### src/rtl/rename_if.sv
// Handshake and commit bundle between decode, the rename stage and dispatch.
// The slave modport is the rename stage's own view of the bundle.
interface rename_if #(
  parameter int AW = 5,
  parameter int PW = 6
);
  logic          in_valid;
  logic          in_ready;
  logic [6:0]    in_opcode;
  logic [AW-1:0] in_rs1;
  logic [AW-1:0] in_rs2;
  logic [AW-1:0] in_rd;
  logic [31:0]   in_instr;

  logic          out_valid;
  logic          out_ready;
  logic [6:0]    out_opcode;
  logic [PW-1:0] out_ps1;
  logic [PW-1:0] out_ps2;
  logic [PW-1:0] out_pd;
  logic [PW-1:0] out_old_pd;
  logic [31:0]   out_instr;

  logic          commit_valid;
  logic [PW-1:0] commit_pd;
  logic [PW:0]   free_count;
  logic          overflow_err;

  modport master (
    output in_valid, in_opcode, in_rs1, in_rs2, in_rd, in_instr,
    output out_ready, commit_valid, commit_pd,
    input  in_ready, out_valid, out_opcode, out_ps1, out_ps2, out_pd,
    input  out_old_pd, out_instr, free_count, overflow_err
  );

  modport slave (
    input  in_valid, in_opcode, in_rs1, in_rs2, in_rd, in_instr,
    input  out_ready, commit_valid, commit_pd,
    output in_ready, out_valid, out_opcode, out_ps1, out_ps2, out_pd,
    output out_old_pd, out_instr, free_count, overflow_err
  );
endinterface

### src/rtl/rename_unit.sv
// Register rename stage: RAT lookup for sources, free-list allocation for the
// destination, and a commit port that returns retired mappings to the free list.
module rename_unit #(
  parameter int ARCH_REGS = 32,
  parameter int PHYS_REGS = 64
) (
  input  logic     clk,
  input  logic     rst_n,
  rename_if.slave  bus
);
  localparam int AW       = $clog2(ARCH_REGS);
  localparam int PW       = $clog2(PHYS_REGS);
  localparam int FL_DEPTH = PHYS_REGS - ARCH_REGS;
  localparam int FLW      = (FL_DEPTH > 1) ? $clog2(FL_DEPTH) : 1;

  localparam logic [6:0] OP_STORE  = 7'b0100011;
  localparam logic [6:0] OP_BRANCH = 7'b1100011;

  logic [PW-1:0]  rat       [ARCH_REGS];
  logic [PW-1:0]  free_list [FL_DEPTH];
  logic [FLW-1:0] head;
  logic [FLW-1:0] tail;
  logic [PW:0]    count;

  logic          out_valid_q;
  logic [6:0]    out_opcode_q;
  logic [PW-1:0] out_ps1_q;
  logic [PW-1:0] out_ps2_q;
  logic [PW-1:0] out_pd_q;
  logic [PW-1:0] out_old_pd_q;
  logic [31:0]   out_instr_q;
  logic          overflow_q;

  logic needs_alloc;
  logic in_ready;
  logic accept;
  logic alloc;
  logic commit_req;
  logic fl_has_room;
  logic commit_ok;
  logic commit_drop;

  function automatic logic [FLW-1:0] wrap_inc(input logic [FLW-1:0] p);
    return (p == FLW'(FL_DEPTH - 1)) ? '0 : p + FLW'(1);
  endfunction

  // x0 writes, stores and branches produce no destination and take no register.
  assign needs_alloc = (bus.in_rd != AW'(0)) &&
                       (bus.in_opcode != OP_STORE) &&
                       (bus.in_opcode != OP_BRANCH);
  assign in_ready    = (!out_valid_q || bus.out_ready) &&
                       (!needs_alloc || count != '0);
  assign accept      = bus.in_valid && in_ready;
  assign alloc       = accept && needs_alloc;

  // A commit into a full list is still legal when an allocation frees a slot this cycle.
  assign commit_req  = bus.commit_valid && (bus.commit_pd != '0);
  assign fl_has_room = count < (PW+1)'(FL_DEPTH);
  assign commit_ok   = commit_req && (fl_has_room || alloc);
  assign commit_drop = commit_req && !fl_has_room && !alloc;

  always_ff @(posedge clk or negedge rst_n) begin
    if (!rst_n) begin
      for (int i = 0; i < ARCH_REGS; i++) rat[i] <= PW'(i);
    end else if (alloc) begin
      rat[bus.in_rd] <= free_list[head];
    end
  end

  always_ff @(posedge clk or negedge rst_n) begin
    if (!rst_n) begin
      for (int i = 0; i < FL_DEPTH; i++) free_list[i] <= PW'(ARCH_REGS + i);
    end else if (commit_ok) begin
      free_list[tail] <= bus.commit_pd;
    end
  end

  always_ff @(posedge clk or negedge rst_n) begin
    if (!rst_n) begin
      head  <= '0;
      tail  <= '0;
      count <= (PW+1)'(FL_DEPTH);
    end else begin
      if (alloc)     head <= wrap_inc(head);
      if (commit_ok) tail <= wrap_inc(tail);
      case ({alloc, commit_ok})
        2'b10:   count <= count - (PW+1)'(1);
        2'b01:   count <= count + (PW+1)'(1);
        default: count <= count;
      endcase
    end
  end

  // Sources read the RAT before this cycle's destination write lands.
  always_ff @(posedge clk or negedge rst_n) begin
    if (!rst_n) begin
      out_valid_q  <= 1'b0;
      out_opcode_q <= '0;
      out_ps1_q    <= '0;
      out_ps2_q    <= '0;
      out_pd_q     <= '0;
      out_old_pd_q <= '0;
      out_instr_q  <= '0;
    end else if (accept) begin
      out_valid_q  <= 1'b1;
      out_opcode_q <= bus.in_opcode;
      out_ps1_q    <= rat[bus.in_rs1];
      out_ps2_q    <= rat[bus.in_rs2];
      out_pd_q     <= needs_alloc ? free_list[head] : '0;
      out_old_pd_q <= needs_alloc ? rat[bus.in_rd] : '0;
      out_instr_q  <= bus.in_instr;
    end else if (out_valid_q && bus.out_ready) begin
      out_valid_q  <= 1'b0;
    end
  end

  always_ff @(posedge clk or negedge rst_n) begin
    if (!rst_n)           overflow_q <= 1'b0;
    else if (commit_drop) overflow_q <= 1'b1;
  end

  assign bus.in_ready     = in_ready;
  assign bus.out_valid    = out_valid_q;
  assign bus.out_opcode   = out_opcode_q;
  assign bus.out_ps1      = out_ps1_q;
  assign bus.out_ps2      = out_ps2_q;
  assign bus.out_pd       = out_pd_q;
  assign bus.out_old_pd   = out_old_pd_q;
  assign bus.out_instr    = out_instr_q;
  assign bus.free_count   = count;
  assign bus.overflow_err = overflow_q;
endmodule

### src/flat_wrapper.sv
// flat-port wrapper written by rule: the top's interface ports become plain ports
module rename_unit_flat 
#(
  parameter int ARCH_REGS = 32,
  parameter int PHYS_REGS = 64
)
  (clk, rst_n, bus_in_valid, bus_in_opcode, bus_in_rs1, bus_in_rs2, bus_in_rd, bus_in_instr, bus_out_ready, bus_commit_valid, bus_commit_pd, bus_in_ready, bus_out_valid, bus_out_opcode, bus_out_ps1, bus_out_ps2, bus_out_pd, bus_out_old_pd, bus_out_instr, bus_free_count, bus_overflow_err);
  rename_if #(.AW(5), .PW(6)) bus_i ();
  input  logic clk;
  input  logic rst_n;
  input wire logic [$bits(bus_i.in_valid)-1:0] bus_in_valid;
  input wire logic [$bits(bus_i.in_opcode)-1:0] bus_in_opcode;
  input wire logic [$bits(bus_i.in_rs1)-1:0] bus_in_rs1;
  input wire logic [$bits(bus_i.in_rs2)-1:0] bus_in_rs2;
  input wire logic [$bits(bus_i.in_rd)-1:0] bus_in_rd;
  input wire logic [$bits(bus_i.in_instr)-1:0] bus_in_instr;
  input wire logic [$bits(bus_i.out_ready)-1:0] bus_out_ready;
  input wire logic [$bits(bus_i.commit_valid)-1:0] bus_commit_valid;
  input wire logic [$bits(bus_i.commit_pd)-1:0] bus_commit_pd;
  output wire logic [$bits(bus_i.in_ready)-1:0] bus_in_ready;
  output wire logic [$bits(bus_i.out_valid)-1:0] bus_out_valid;
  output wire logic [$bits(bus_i.out_opcode)-1:0] bus_out_opcode;
  output wire logic [$bits(bus_i.out_ps1)-1:0] bus_out_ps1;
  output wire logic [$bits(bus_i.out_ps2)-1:0] bus_out_ps2;
  output wire logic [$bits(bus_i.out_pd)-1:0] bus_out_pd;
  output wire logic [$bits(bus_i.out_old_pd)-1:0] bus_out_old_pd;
  output wire logic [$bits(bus_i.out_instr)-1:0] bus_out_instr;
  output wire logic [$bits(bus_i.free_count)-1:0] bus_free_count;
  output wire logic [$bits(bus_i.overflow_err)-1:0] bus_overflow_err;
  assign bus_i.in_valid = bus_in_valid;
  assign bus_i.in_opcode = bus_in_opcode;
  assign bus_i.in_rs1 = bus_in_rs1;
  assign bus_i.in_rs2 = bus_in_rs2;
  assign bus_i.in_rd = bus_in_rd;
  assign bus_i.in_instr = bus_in_instr;
  assign bus_i.out_ready = bus_out_ready;
  assign bus_i.commit_valid = bus_commit_valid;
  assign bus_i.commit_pd = bus_commit_pd;
  assign bus_in_ready = bus_i.in_ready;
  assign bus_out_valid = bus_i.out_valid;
  assign bus_out_opcode = bus_i.out_opcode;
  assign bus_out_ps1 = bus_i.out_ps1;
  assign bus_out_ps2 = bus_i.out_ps2;
  assign bus_out_pd = bus_i.out_pd;
  assign bus_out_old_pd = bus_i.out_old_pd;
  assign bus_out_instr = bus_i.out_instr;
  assign bus_free_count = bus_i.free_count;
  assign bus_overflow_err = bus_i.overflow_err;
  rename_unit #(.ARCH_REGS(ARCH_REGS), .PHYS_REGS(PHYS_REGS)) u_core (.clk(clk), .rst_n(rst_n), .bus(bus_i));
endmodule
### config.mk
export PLATFORM = sky130hd
export DESIGN_NAME = rename_unit_flat
export DESIGN_NICKNAME = d
export VERILOG_FILES = /design/src/rtl/rename_if.sv /design/src/rtl/rename_unit.sv /design/src/flat_wrapper.sv
export SDC_FILE = /design/constraint.sdc
export NUM_CORES = 1
export LEC_CHECK = 0
export ABC_CLOCK_PERIOD_IN_PS = 8039
export BUFFER_PORTS_ARGS = -buffer_cell sky130_fd_sc_hd__buf_4
export CAP_MARGIN = 20
export CORE_UTILIZATION = 50
export CTS_CLUSTER_SIZE = 40
export DETAILED_ROUTE_END_ITERATION = 12
export PLACE_DENSITY = 0.67
export SYNTH_ARGS = -nofsm -noshare
export SYNTH_HDL_FRONTEND = slang
export SYNTH_SLANG_ARGS = --single-unit
### constraint.sdc
create_clock -name clk -period 8.04 [get_ports clk]
set_input_delay 0.402 -clock clk [delete_from_list [all_inputs] [get_ports clk]]
set_output_delay 0.402 -clock clk [all_outputs]
set_load 0.03 [all_outputs]
==> results.tsv, run 1 <==
stage	metric	value	unit
status	run status	completed	
setup_path	CP delay by family, top	compound AO/OA/AOI/OAI gates	
synth	top post-synthesis cells by count	mux2_2, dfrtp_1, dfstp_2	
timing	crit share post-route	53.34	%
synth	syn nets	1694	
setup_path	reg2reg end	u_core.bus.free_count[5]$_DFFE_PN1P_	
floorplan	Die Ht	222.1	microns
setup_path	startpoint types	flop	
setup_path	Worst Path Required	8.56	ns
floorplan	Core Rows	80	
drt	WL final	63.48	mm
cts	Root Driver	clkbuf_16	
power_and_ir_drop	post-layout power	9.829	mW
cts	CTS H-tree lvls	2	
synth	ranking of synthesized cells by area	dfrtp_1, dfstp_2, mux2_2, mux4_2, clkbuf_1	
timing	final setup TNS	0	ns
floorplan	Die W	222.1	microns
timing	Min Clock Period, post-route	4.289	ns
setup_path	crit end category	flop	
cts	post-cts resize count	0	
floorplan	I/O pins	138	
global_routing	largest net degree at the start of global routing	168	
global_routing	first-pass GRT wire length	98.54	mm
cts	Post-CTS Hold Buffers	1	
hold_path	hold path start	bus_in_instr[26]	
synth	yosys warns	0	
timing	final worst slack	3.751	ns
power_and_ir_drop	Worst VDD drop	0.2932	mV
synth	Syn Std Cell Area	0.02422	sq mm
drt	DRT Pass-1 Iters	5	
synth	Syn Area/Cell	15.00	sq um
timing	clk_skew	0.02519	ns
synth	ys flop type	dfrtp_1	
timing	count of final max-slew check failures	0	
placed_design	Final Wtd Congestion	0.9529	
setup_path	crit-path max FO	19	
cts	number of buffers inserted by post-CTS setup repair	0	
synth	count leader, synth	mux2_2	
floorplan	initial core utilization	50.73	%
drt	Vias/cell	6.503	
synth	sequential fraction of the synthesis area	49.14	%
cells_and_area	layout cell share with drive strength beyond 1	61.26	%
cts	CTS tree	done	
cells_and_area	Layout area overhead	12.96	%
timing	Final setup viols	0	
setup_path	worst path arrival time	4.81	ns
synth	Syn Inst Count	1615	
cells_and_area	final net count	1777	
cts	clk slew on worst S/H paths	0.06	ns
drt	number of antenna-violating nets in the routed design	0	
synth	Cell variety after synth	53	
cts	worst skew pair latency	0.62	ns
placed_design	pre-CTS setup slack	3.643	ns
drt	Iter 0 DRT Violations	1326	
cells_and_area	Design Area, Final	0.02736	sq mm
drt	routed vias	15310	
drt	# DRC	0	
timing	count of final hold-check violations	0	
placed_design	area post-placement	0.02570	sq mm
placed_design	I/O Buffers	137	
global_routing	vias in the first global route	15410	
setup_path	worst path buffer plus inverter count	2	
timing	RSZ-0062 raised after global routing	false	
hold_path	Worst Hold Endpoint	u_core.bus.out_instr[26]$_DFFE_PN0P_	
job	Max-Cap Viols	0	
global_routing	antenna violations before repair	0	
setup_path	R2R Setup Slk	3.75	ns
drt	DR WL/cell	26.96	microns
setup_path	crit path kind	flop to flop	
floorplan	Std-Cell Core Area	0.04775	sq mm
setup_path	crit path max-delay cell type	a211oi_1	
synth	Synth top area share	28.20	%
synth	Yosys top cell by area	dfrtp_1	
global_routing	GRT Resource Usage Total	26.43	%
cts	CTS Buf Count	50	
setup_path	critical-path cell list	nor4_1 -> a211oi_1 -> and2_1 -> inv_2 -> ha_1 -> inv_1 -> ha_1 -> a21o_1 -> a21o_1 -> a21oi_1 -> nor4_1 -> or3b_2	
synth	Yosys reg bits	466	
floorplan	die area	0.04933	sq mm
cts	# clock sinks	466	
synth	Synth async-reset ratio	100.0	%
power_and_ir_drop	Pleak	11.34	nW
setup_path	Reg2Reg Depth	12	
cells_and_area	Ant. Diodes	0	
timing	actual slew at the worst max-slew pin	1.178	ns
timing	maximum clock rate	233.2	MHz
timing	slew margin rel.	20.87	%
global_routing	grt ovf	0	
setup_path	FF-to-FF Start	u_core.bus.free_count[5]$_DFFE_PN1P_	
setup_path	peak per-stage delay on the critical path	0.79	ns
synth	Post-synth EDFFs	0	
cts	CTS max path bufs	3	
placed_design	Final HPWL DP	41.64	mm
power_and_ir_drop	Power Dens Cells	359.2	mW/mm^2
hold_path	hold depth	2	
hold_path	hold crit path type	input pin to flop	
## how the worst max path moves through the flow
stage                                    startpoint                                    to  slack, ns  depth (start not counted)
2_1_floorplan                          bus_in_rd[1]  u_core.bus.free_count[5]$_DFFE_PN1P_       4.46                         15
3_3_place_gp                           bus_in_rd[0]  u_core.bus.free_count[5]$_DFFE_PN1P_       3.76                         14
3_5_place_dp                           bus_in_rd[0]  u_core.bus.free_count[5]$_DFFE_PN1P_       3.64                         14
4_1_cts        u_core.bus.free_count[5]$_DFFE_PN1P_  u_core.bus.free_count[5]$_DFFE_PN1P_       3.75                         12
5_1_grt        u_core.bus.free_count[5]$_DFFE_PN1P_  u_core.bus.free_count[5]$_DFFE_PN1P_       3.44                         12
6_report       u_core.bus.free_count[5]$_DFFE_PN1P_  u_core.bus.free_count[5]$_DFFE_PN1P_       3.75                         12
## worst register-to-register path: stages (launching register included)
cell and delay, ns:
dfstp_2 0.57, nor4_1 0.09, a211oi_1 0.79, and2_1 0.51
inv_2 0.30, ha_1 0.35, inv_1 0.21, ha_1 0.27
a21o_1 0.18, a21o_1 0.19, a21oi_1 0.21, nor4_1 0.07
or3b_2 0.46
## power by group
| part | internal [mW] | switching [mW] | total [mW] |
|---|---|---|---|
| registers | 3.35 | 0.649 | 4.00 |
| logic | 1.72 | 1.88 | 3.60 |
| clock network | 1.28 | 0.959 | 2.24 |
## stage by stage
stage / instances / util (%) / hold slack [ns]
4_1_cts: 2351 / 57.17 / 0.002863
6_report: 2355 / 57.31 / 0.03098
2_1_floorplan: 1615 / - / 0.1064
5_1_grt: 2355 / 57.31 / 0.005307
3_5_place_dp: 2256 / 53.82 / 0.3893
3_3_place_gp: 2256 / 53.82 / 0.3798
## sequential cells by signal, summed over array words and instances (netlist names)
name,cells
u_core.rat,192
u_core.head,5
u_core.bus.free_count,7
u_core.bus.out_pd,6
u_core.tail,5
u_core.bus.out_ps1,6
u_core.bus.out_opcode,7
u_core.bus.out_ps2,6
u_core.bus.out_instr,32
u_core.free_list,192
u_core.bus.out_valid,1
u_core.bus.overflow_err,1
u_core.bus.out_old_pd,6
## cells by family after synthesis
logic type                 synth area share [%]
AOI/OAI and AO/OA                         4.075
xor gates and xnor gates                 0.1808
adders and majority gates                0.7542
buffers and inverters                     2.340
DFF                                       49.14
muxes                                     38.72
and+or+nand+nor                           4.793
## layout make-up
type / count / area (sq um)
tap: 615 / 769.5
sequential: 466 / 11910
timing repair buffer: 162 / 1276
fill: 3734 / 20380
clock buffer: 88 / 1514
multi-input combinational: 1010 / 11790
inverter: 8 / 30.03
clock inverter: 6 / 73.82
## routing by layer
| layer | share of wire (%) | GRT usage [%] | wire (microns) | vias up |
|---|---|---|---|---|
| li1 | - | - | - | 6450 |
| met1 | 44 | 38.82 | 28010 | 8194 |
| met2 | 46 | 39.67 | 29200 | 563 |
| met3 | 7.4 | 5.831 | 4716 | 107 |
| met4 | 2.4 | 7.258 | 1551 | 0 |
| met5 | 0 | 0 | 0 | - |
## layout by cell type, fill, tap and decap left out, drive strengths merged, types with 5 or more instances in the layout
| cell type | n |
|---|---|
| a211oi | 5 |
| a21o | 6 |
| a21oi | 9 |
| a22o | 19 |
| a22oi | 28 |
| and3 | 5 |
| and3b | 5 |
| buf | 160 |
| clkbuf | 89 |
| dfrtp | 273 |
| dfstp | 193 |
| ha | 13 |
| inv | 10 |
| mux2 | 424 |
| mux2i | 28 |
| mux4 | 192 |
| nand2 | 45 |
| nand3 | 9 |
| nand3b | 8 |
| nand4 | 19 |
| nor2 | 33 |
| nor2b | 5 |
| nor3 | 34 |
| nor3b | 6 |
| nor4 | 11 |
| o21ai | 17 |
| o22ai | 44 |
| or3 | 5 |
Power figures use the tool's default switching activity.
==> inputs of run 2 (changes only) <==
Settings changed: ABC_AREA set to 1, ABC_CLOCK_PERIOD_IN_PS 8039 to 4300.
Clock period 8.04 ns to 4.3 ns, I/O delays scaled along.
==> results.tsv, run 2 <==
stage	metric	value	unit	change
placed_design	Final HPWL DP	56.84	mm	+36%
floorplan	Die Ht	235.2	microns	+5.9%
power_and_ir_drop	Pleak	14.74	nW	+30%
power_and_ir_drop	Clk pwr share	23.3	%	+0.6 points
synth	Post-Synth Simple-Gate Area	47.82	%	+43 points
job	Max-Cap Viols	0		unchanged
cts	Root Driver	clkbuf_16		
timing	Hold WS	0.04852	ns	+0.01754 ns
drt	routed vias	27670		+81%
power_and_ir_drop	switching share of power	44.66	%	+9.2 points
placed_design	DP Cell Count	4555		+100%
cts	clk slew on worst S/H paths	0.07	ns	about the same
floorplan	Core Rows	85		+6.3%
timing	clk_skew	0.01981	ns	-0.005376 ns
placed_design	Final Wtd Congestion	0.9626		+1.0%
synth	Post-synth EDFFs	0		unchanged
synth	Yosys reg bits	466		unchanged
placed_design	pre-CTS setup slack	0.9493	ns	-2.694 ns
cts	worst skew pair latency	0.64	ns	+0.02 ns
synth	Yosys top cell by area	nand2_1		
timing	Min Clock Period, post-route	3.242	ns	-1.047 ns
setup_path	worst path arrival time	3.74	ns	-1.07 ns
synth	Syn Std Cell Area	0.02719	sq mm	+12%
setup_path	startpoint types	flop		
floorplan	initial core utilization	50.53	%	-0.20 points
drt	DRT Pass-1 Iters	6		+1
timing	RSZ-0062 raised after global routing	false		
cells_and_area	final core occ	56.98	%	-0.33 points
drt	number of antenna-violating nets in the routed design	0		unchanged
cells_and_area	most frequent cells in the layout	nand2_1, nand3_1, dfrtp_1		
global_routing	first-pass GRT wire length	150.5	mm	+53%
timing	count of final max-slew check failures	0		unchanged
setup_path	Worst Path Required	4.80	ns	-3.76 ns
synth	Cell variety after synth	33		-38%
setup_path	cell mode on critical path	nand2_1		
timing	count of final hold-check violations	0		unchanged
drt	# DRC	0		unchanged
cts	CTS H-tree lvls	2		unchanged
synth	yosys warns	0		unchanged
power_and_ir_drop	Power Dens Cells	638.2	mW/mm^2	+78%
cts	number of buffers inserted by post-CTS setup repair	0		unchanged
synth	Syn Inst Count	3950		+140%
drt	DR WL/cell	20.33	microns	-25%
synth	mux cell area share after synthesis	0	%	-39 points
power_and_ir_drop	internal power	10.83	mW	+71%
cts	CTS tree	done		
synth	top post-synthesis cells by count	nand2_1, nand3_1, dfrtp_1		
floorplan	die area	0.05532	sq mm	+12%
drt	Vias/cell	5.885		-9.5%
placed_design	area post-placement	0.02833	sq mm	+10%
power_and_ir_drop	sw power	8.741	mW	+150%
global_routing	grt ovf	0		unchanged
cells_and_area	Ant. Diodes	0		unchanged
cells_and_area	Design Area, Final	0.03066	sq mm	+12%
global_routing	antenna violations before repair	0		unchanged
synth	sequential fraction of the synthesis area	43.77	%	-5.4 points
synth	Syn Area/Cell	6.884	sq um	-54%
setup_path	crit end category	flop		
cells_and_area	final std cells w/o fill	4702		+100%
synth	ys flop type	dfrtp_1		
floorplan	I/O pins	138		unchanged
status	run status	completed		
synth	Synth top area share	27.08	%	-1.1 points
synth	syn nets	4029		+140%
setup_path	crit path max-delay cell type	buf_4		
cts	CTS max path bufs	3		unchanged
floorplan	Die W	235.2	microns	+5.9%
cts	CTS Buf Count	52		+4.0%
drt	WL final	95.61	mm	+51%
drt	Iter 0 DRT Violations	3377		+150%
setup_path	peak per-stage delay on the critical path	0.65	ns	-0.14 ns
placed_design	I/O Buffers	137		unchanged
synth	Synth Area in Adders	0.6718	%	-0.082 points
synth	count leader, synth	nand2_1		
timing	slew margin rel.	22.02	%	+1.1 points
synth	Synth async-reset ratio	100.0	%	unchanged
synth	ranking of synthesized cells by area	nand2_1, dfrtp_1, dfstp_2, nand3_1, nand4_1		
timing	actual slew at the worst max-slew pin	1.168	ns	-0.009515 ns
timing	Final setup viols	0		unchanged
synth	compound-cell area share of the yosys netlist	1.238	%	-2.8 points
timing	final setup TNS	0	ns	unchanged
setup_path	crit-path max FO	33		+14
floorplan	Std-Cell Core Area	0.05381	sq mm	+13%
power_and_ir_drop	Worst VDD drop	0.7120	mV	+140%
timing	crit share post-route	75.39	%	+22 points
timing	final worst slack	1.058	ns	-2.693 ns
cells_and_area	Layout area overhead	12.77	%	
power_and_ir_drop	post-layout power	19.57	mW	+99%
cells_and_area	final net count	4041		+130%
cells_and_area	layout cell share with drive strength beyond 1	13.40	%	-48 points
power_and_ir_drop	Flop pwr share	36.5	%	-4.2 points
cells_and_area	commonest non-fill, non-tap cell in the layout	nand2_1		
global_routing	GRT Resource Usage Total	34.34	%	+7.9 points
global_routing	largest net degree at the start of global routing	191		+14%
synth	largest family of logic cells by synthesized area	simple AND/OR/NAND/NOR gates		
hold_path	hold crit path type	input pin to flop		
cts	# clock sinks	466		unchanged
timing	maximum clock rate	308.5	MHz	+32%
power_and_ir_drop	combinational group share of total power	40.2	%	+3.6 points
synth	Synth Area in XOR/XNOR	0.3221	%	+0.14 points
setup_path	critical-path cell list	nor2_1 -> nand4_1 -> nand4_4 -> buf_4 -> ha_1 -> inv_1 -> fa_1 -> nand2_1 -> nand2_1 -> a21oi_1 -> xor2_1 -> o21ai_0		
global_routing	vias in the first global route	26020		+69%
setup_path	R2R Setup Slk	1.06	ns	-2.69 ns
setup_path	crit path kind	flop to flop		
-- run 2: cell count changes in the layout (fill, tap and decap cells not counted), sizes merged, moves of 62 or more --
cell,change
nand2,+1918
nand3,+713
mux2,-424
nand4,+207
mux4,-192
inv,+91
nor2,+62
-- run 2: final timing paths --
| path | startpoint | end | cells after the start |
|---|---|---|---|
| setup / recovery | u_core.bus.free_count[0]$_DFFE_PN0P_ | u_core.bus.free_count[4]$_DFFE_PN0P_ | 12 |
| hold / removal | bus_in_rs1[4] | u_core.bus.out_ps1[4]$_DFFE_PN0P_ | 4 |
| setup reg to reg | u_core.bus.free_count[0]$_DFFE_PN0P_ | u_core.bus.free_count[4]$_DFFE_PN0P_ | 12 |
| hold reg to reg | u_core.rat[186]$_DFFE_PN0P_ | u_core.rat[186]$_DFFE_PN0P_ | 0 |
| max in group asynchronous | rst_n | u_core.rat[169]$_DFFE_PN1P_ | 3 |
| min in group asynchronous | rst_n | u_core.rat[118]$_DFFE_PN0P_ | 2 |
-- run 2: final cells by class --
cell class | count | area [sq um]
Inverter | 104 | 395.4
Clock inverter | 26 | 287.8
Multi-Input combinational cell | 3106 | 13660
Clock buffer | 72 | 1458
Timing Repair Buffer | 232 | 2085
Tap cell | 696 | 870.8
Sequential cell | 466 | 11900
Fill cell | 5152 | 23150
-- run 2: cells by family (layout without fill, tap and decap cells) --
kind of cell | after synthesis | count (layout)
AO/OA/AOI/OAI | 66 | 66
XOR/XNOR | 10 | 10
adder cells (fa/ha/maj) | 14 | 14
buffers and inverters | 378 | 434
flip-flops | 466 | 466
AND/OR/NAND/NOR | 3016 | 3016
-- run 2: what timing repair did --
item / 4_1_cts / 5_1_grt
setup endpoints to repair: 0 / 0
endpoints found under the hold margin: 86 / 0
resized for setup: 0 / 0
hold buffers: 42 / 0
-- run 2: power groups by stage --
stage	logic [mW]	clock network, mW	registers, mW
2_1_floorplan	4.80	0	7.19
3_3_place_gp	7.39	0	7.13
3_5_place_dp	7.46	0	7.14
4_1_cts	7.49	4.62	7.09
5_1_grt	8.53	4.80	7.27
6_report	7.87	4.57	7.14
-- run 2: worst max-delay path: cells and delay by family, from the launching register on --
family          cells  cell delay [ns]
flops               1             0.45
simple gates        5             0.71
xor+xnor            1             0.15
fa+ha+maj           2             0.76
buf+inv             2             0.80
compound gates      2             0.23
-- run 2: routing by layer --
metal | part of all wire, % | wire length, microns | global-route usage (%) | up-vias
met4 | 4.8 | 4609 | 17.50 | 0
met5 | 0 | 0 | 0 | -
met3 | 9.0 | 8573 | 4.984 | 279
li1 | - | - | - | 12910
met1 | 40 | 38630 | 46.54 | 13010
met2 | 46 | 43800 | 53.71 | 1473
==> inputs of run 3 (changes only) <==
Settings changed: ABC_CLOCK_PERIOD_IN_PS 4300 to 2900, PLACE_DENSITY 0.67 to 0.7.
Clock period 4.3 ns to 2.9 ns, I/O delays scaled along.
==> results.tsv, run 3 (synthesis gave the netlist of run 2 again) <==
stage	metric	value	unit	change
timing	Hold WS	0.03520	ns	-0.01332 ns
floorplan	die area	0.05532	sq mm	unchanged
timing	slew margin rel.	35.63	%	+14 points
cts	clk slew on worst S/H paths	0.06	ns	about the same
timing	RSZ-0062 raised after global routing	false		
timing	maximum clock rate	379.2	MHz	+23%
floorplan	Die W	235.2	microns	unchanged
drt	number of antenna-violating nets in the routed design	0		unchanged
hold_path	hold depth	4		unchanged
drt	Iter 0 DRT Violations	3586		+6.2%
cts	CTS Buf Count	50		-3.8%
timing	count of final hold-check violations	0		unchanged
cells_and_area	layout cell share with drive strength beyond 1	14.10	%	+0.70 points
timing	final worst slack	0.2629	ns	-0.7951 ns
floorplan	Std-Cell Core Area	0.05381	sq mm	unchanged
global_routing	vias in the first global route	26130		+0.43%
global_routing	antenna violations before repair	0		unchanged
setup_path	crit-path max FO	77		+130%
global_routing	first-pass GRT wire length	149.7	mm	-0.49%
placed_design	area post-placement	0.02884	sq mm	+1.8%
power_and_ir_drop	Pleak	14.95	nW	+1.4%
cts	CTS H-tree lvls	2		unchanged
status	run status	completed		
timing	Min Clock Period, post-route	2.637	ns	-0.6049 ns
global_routing	grt ovf	0		unchanged
floorplan	initial core utilization	50.53	%	unchanged
drt	routed vias	27830		+0.56%
drt	DRT Pass-1 Iters	8		+2
global_routing	largest net degree at the start of global routing	162		-15%
setup_path	crit path kind	flop to flop		
timing	actual slew at the worst max-slew pin	0.9603	ns	-0.2080 ns
cells_and_area	Layout area overhead	13.90	%	
cts	CTS tree	done		
timing	crit share post-route	90.93	%	+16 points
placed_design	Final HPWL DP	56.64	mm	-0.34%
timing	clk_skew	0.02973	ns	+0.009922 ns
cts	# clock sinks	466		unchanged
placed_design	I/O Buffers	137		unchanged
setup_path	worst path arrival time	3.18	ns	-0.56 ns
setup_path	startpoint types	flop		
floorplan	Die Ht	235.2	microns	unchanged
drt	DR WL/cell	19.90	microns	-2.1%
floorplan	I/O pins	138		unchanged
power_and_ir_drop	Power Dens Cells	924.5	mW/mm^2	+45%
timing	count of final max-slew check failures	0		unchanged
drt	Vias/cell	5.873		-0.20%
global_routing	grt met3 use	5.441	%	+0.46 points
cells_and_area	most frequent cells in the layout	nand2_1, nand3_1, dfrtp_1		
power_and_ir_drop	Worst VDD drop	1.052	mV	+48%
placed_design	Final Wtd Congestion	0.9443		-1.9%
setup_path	crit end category	flop		
cells_and_area	final net count	4080		+0.97%
floorplan	Core Rows	85		unchanged
job	Max-Cap Viols	0		unchanged
cells_and_area	commonest non-fill, non-tap cell in the layout	nand2_1		
drt	WL final	94.29	mm	-1.4%
drt	# DRC	0		unchanged
global_routing	grt met2 use	52.29	%	-1.4 points
cells_and_area	Ant. Diodes	0		unchanged
global_routing	Most Crowded Layer GR	met2		
cells_and_area	Design Area, Final	0.03097	sq mm	+1.0%
global_routing	GRT Resource Usage Total	33.87	%	-0.47 points
cts	number of buffers inserted by post-CTS setup repair	0		unchanged
placed_design	pre-CTS setup slack	0.2178	ns	-0.7315 ns
cts	worst skew pair latency	0.63	ns	about the same
cts	CTS max path bufs	3		unchanged
timing	final setup TNS	0	ns	unchanged
cts	Root Driver	clkbuf_16		
global_routing	met1 usage	46.95	%	+0.41 points
timing	Final setup viols	0		unchanged
setup_path	Worst Path Required	3.44	ns	-1.36 ns
hold_path	hold crit path type	input pin to flop		
setup_path	Reg2Reg Depth	9		-3
-- run 3: cell type report --
type                       count  area (sq um)
sequential                   466         11900
inverter                     104         395.4
multi-input combinational   3106         13680
fill                        5165         22840
clock inverter                 7         78.83
timing repair buffer         273          2445
tap                          696         870.8
clock buffer                  86          1599
-- run 3: repair_timing --
| action | CTS | global route |
|---|---|---|
| endpoints found under the setup margin | 0 | 1 |
| gates resized for setup | 0 | 1 |
| hold buffers | 45 | 0 |
| hold endpoints to repair | 87 | 0 |
-- run 3: routing by layer --
| metal | up-vias | part of all wire, % |
|---|---|---|
| met5 | - | 0 |
| met3 | 246 | 9.4 |
| met2 | 1494 | 45 |
| li1 | 12970 | - |
| met4 | 0 | 4.3 |
| met1 | 13110 | 41 |
-- run 3: final timing paths --
kind,startpoint,to,slack (ns)
min reg2reg,u_core.rat[187]$_DFFE_PN0P_,u_core.rat[187]$_DFFE_PN0P_,0.44
min in group asynchronous,rst_n,u_core.rat[18]$_DFFE_PN0P_,0.21
max,u_core.bus.free_count[5]$_DFFE_PN1P_,u_core.free_list[15]$_DFFE_PN1P_,0.26
min,bus_in_rs2[4],u_core.bus.out_ps2[5]$_DFFE_PN0P_,0.04
max in group asynchronous,rst_n,u_core.rat[164]$_DFFE_PN1P_,1.79
max reg2reg,u_core.bus.free_count[5]$_DFFE_PN1P_,u_core.free_list[15]$_DFFE_PN1P_,0.26
-- run 3: worst max-delay path: stages (launching register included) --
cell	delay, ns
dfstp_2	0.56
nor2_1	0.06
nand4_1	0.14
nand4_4	0.17
nand2_8	0.08
buf_4	0.23
buf_4	0.60
nand3_1	0.40
nand2_1	0.17
nand2_1	0.07
-- run 3: power by group --
| part | internal (mW) | switching [mW] | leakage [nW] |
|---|---|---|---|
| registers | 8.92 | 1.67 | 5.58 |
| clock network | 3.75 | 2.79 | 0.824 |
| logic | 3.26 | 8.24 | 8.54 |
-- run 3: through the flow --
step | total power, mW | util, % | instances
floorplan | 17.77 | - | 3950
CTS | 28.41 | 57.55 | 4738
detailed placement | 21.77 | 53.60 | 4600
global route | 30.20 | 57.55 | 4738
finish | 28.63 | 57.55 | 4738
global placement | 21.62 | 53.60 | 4600
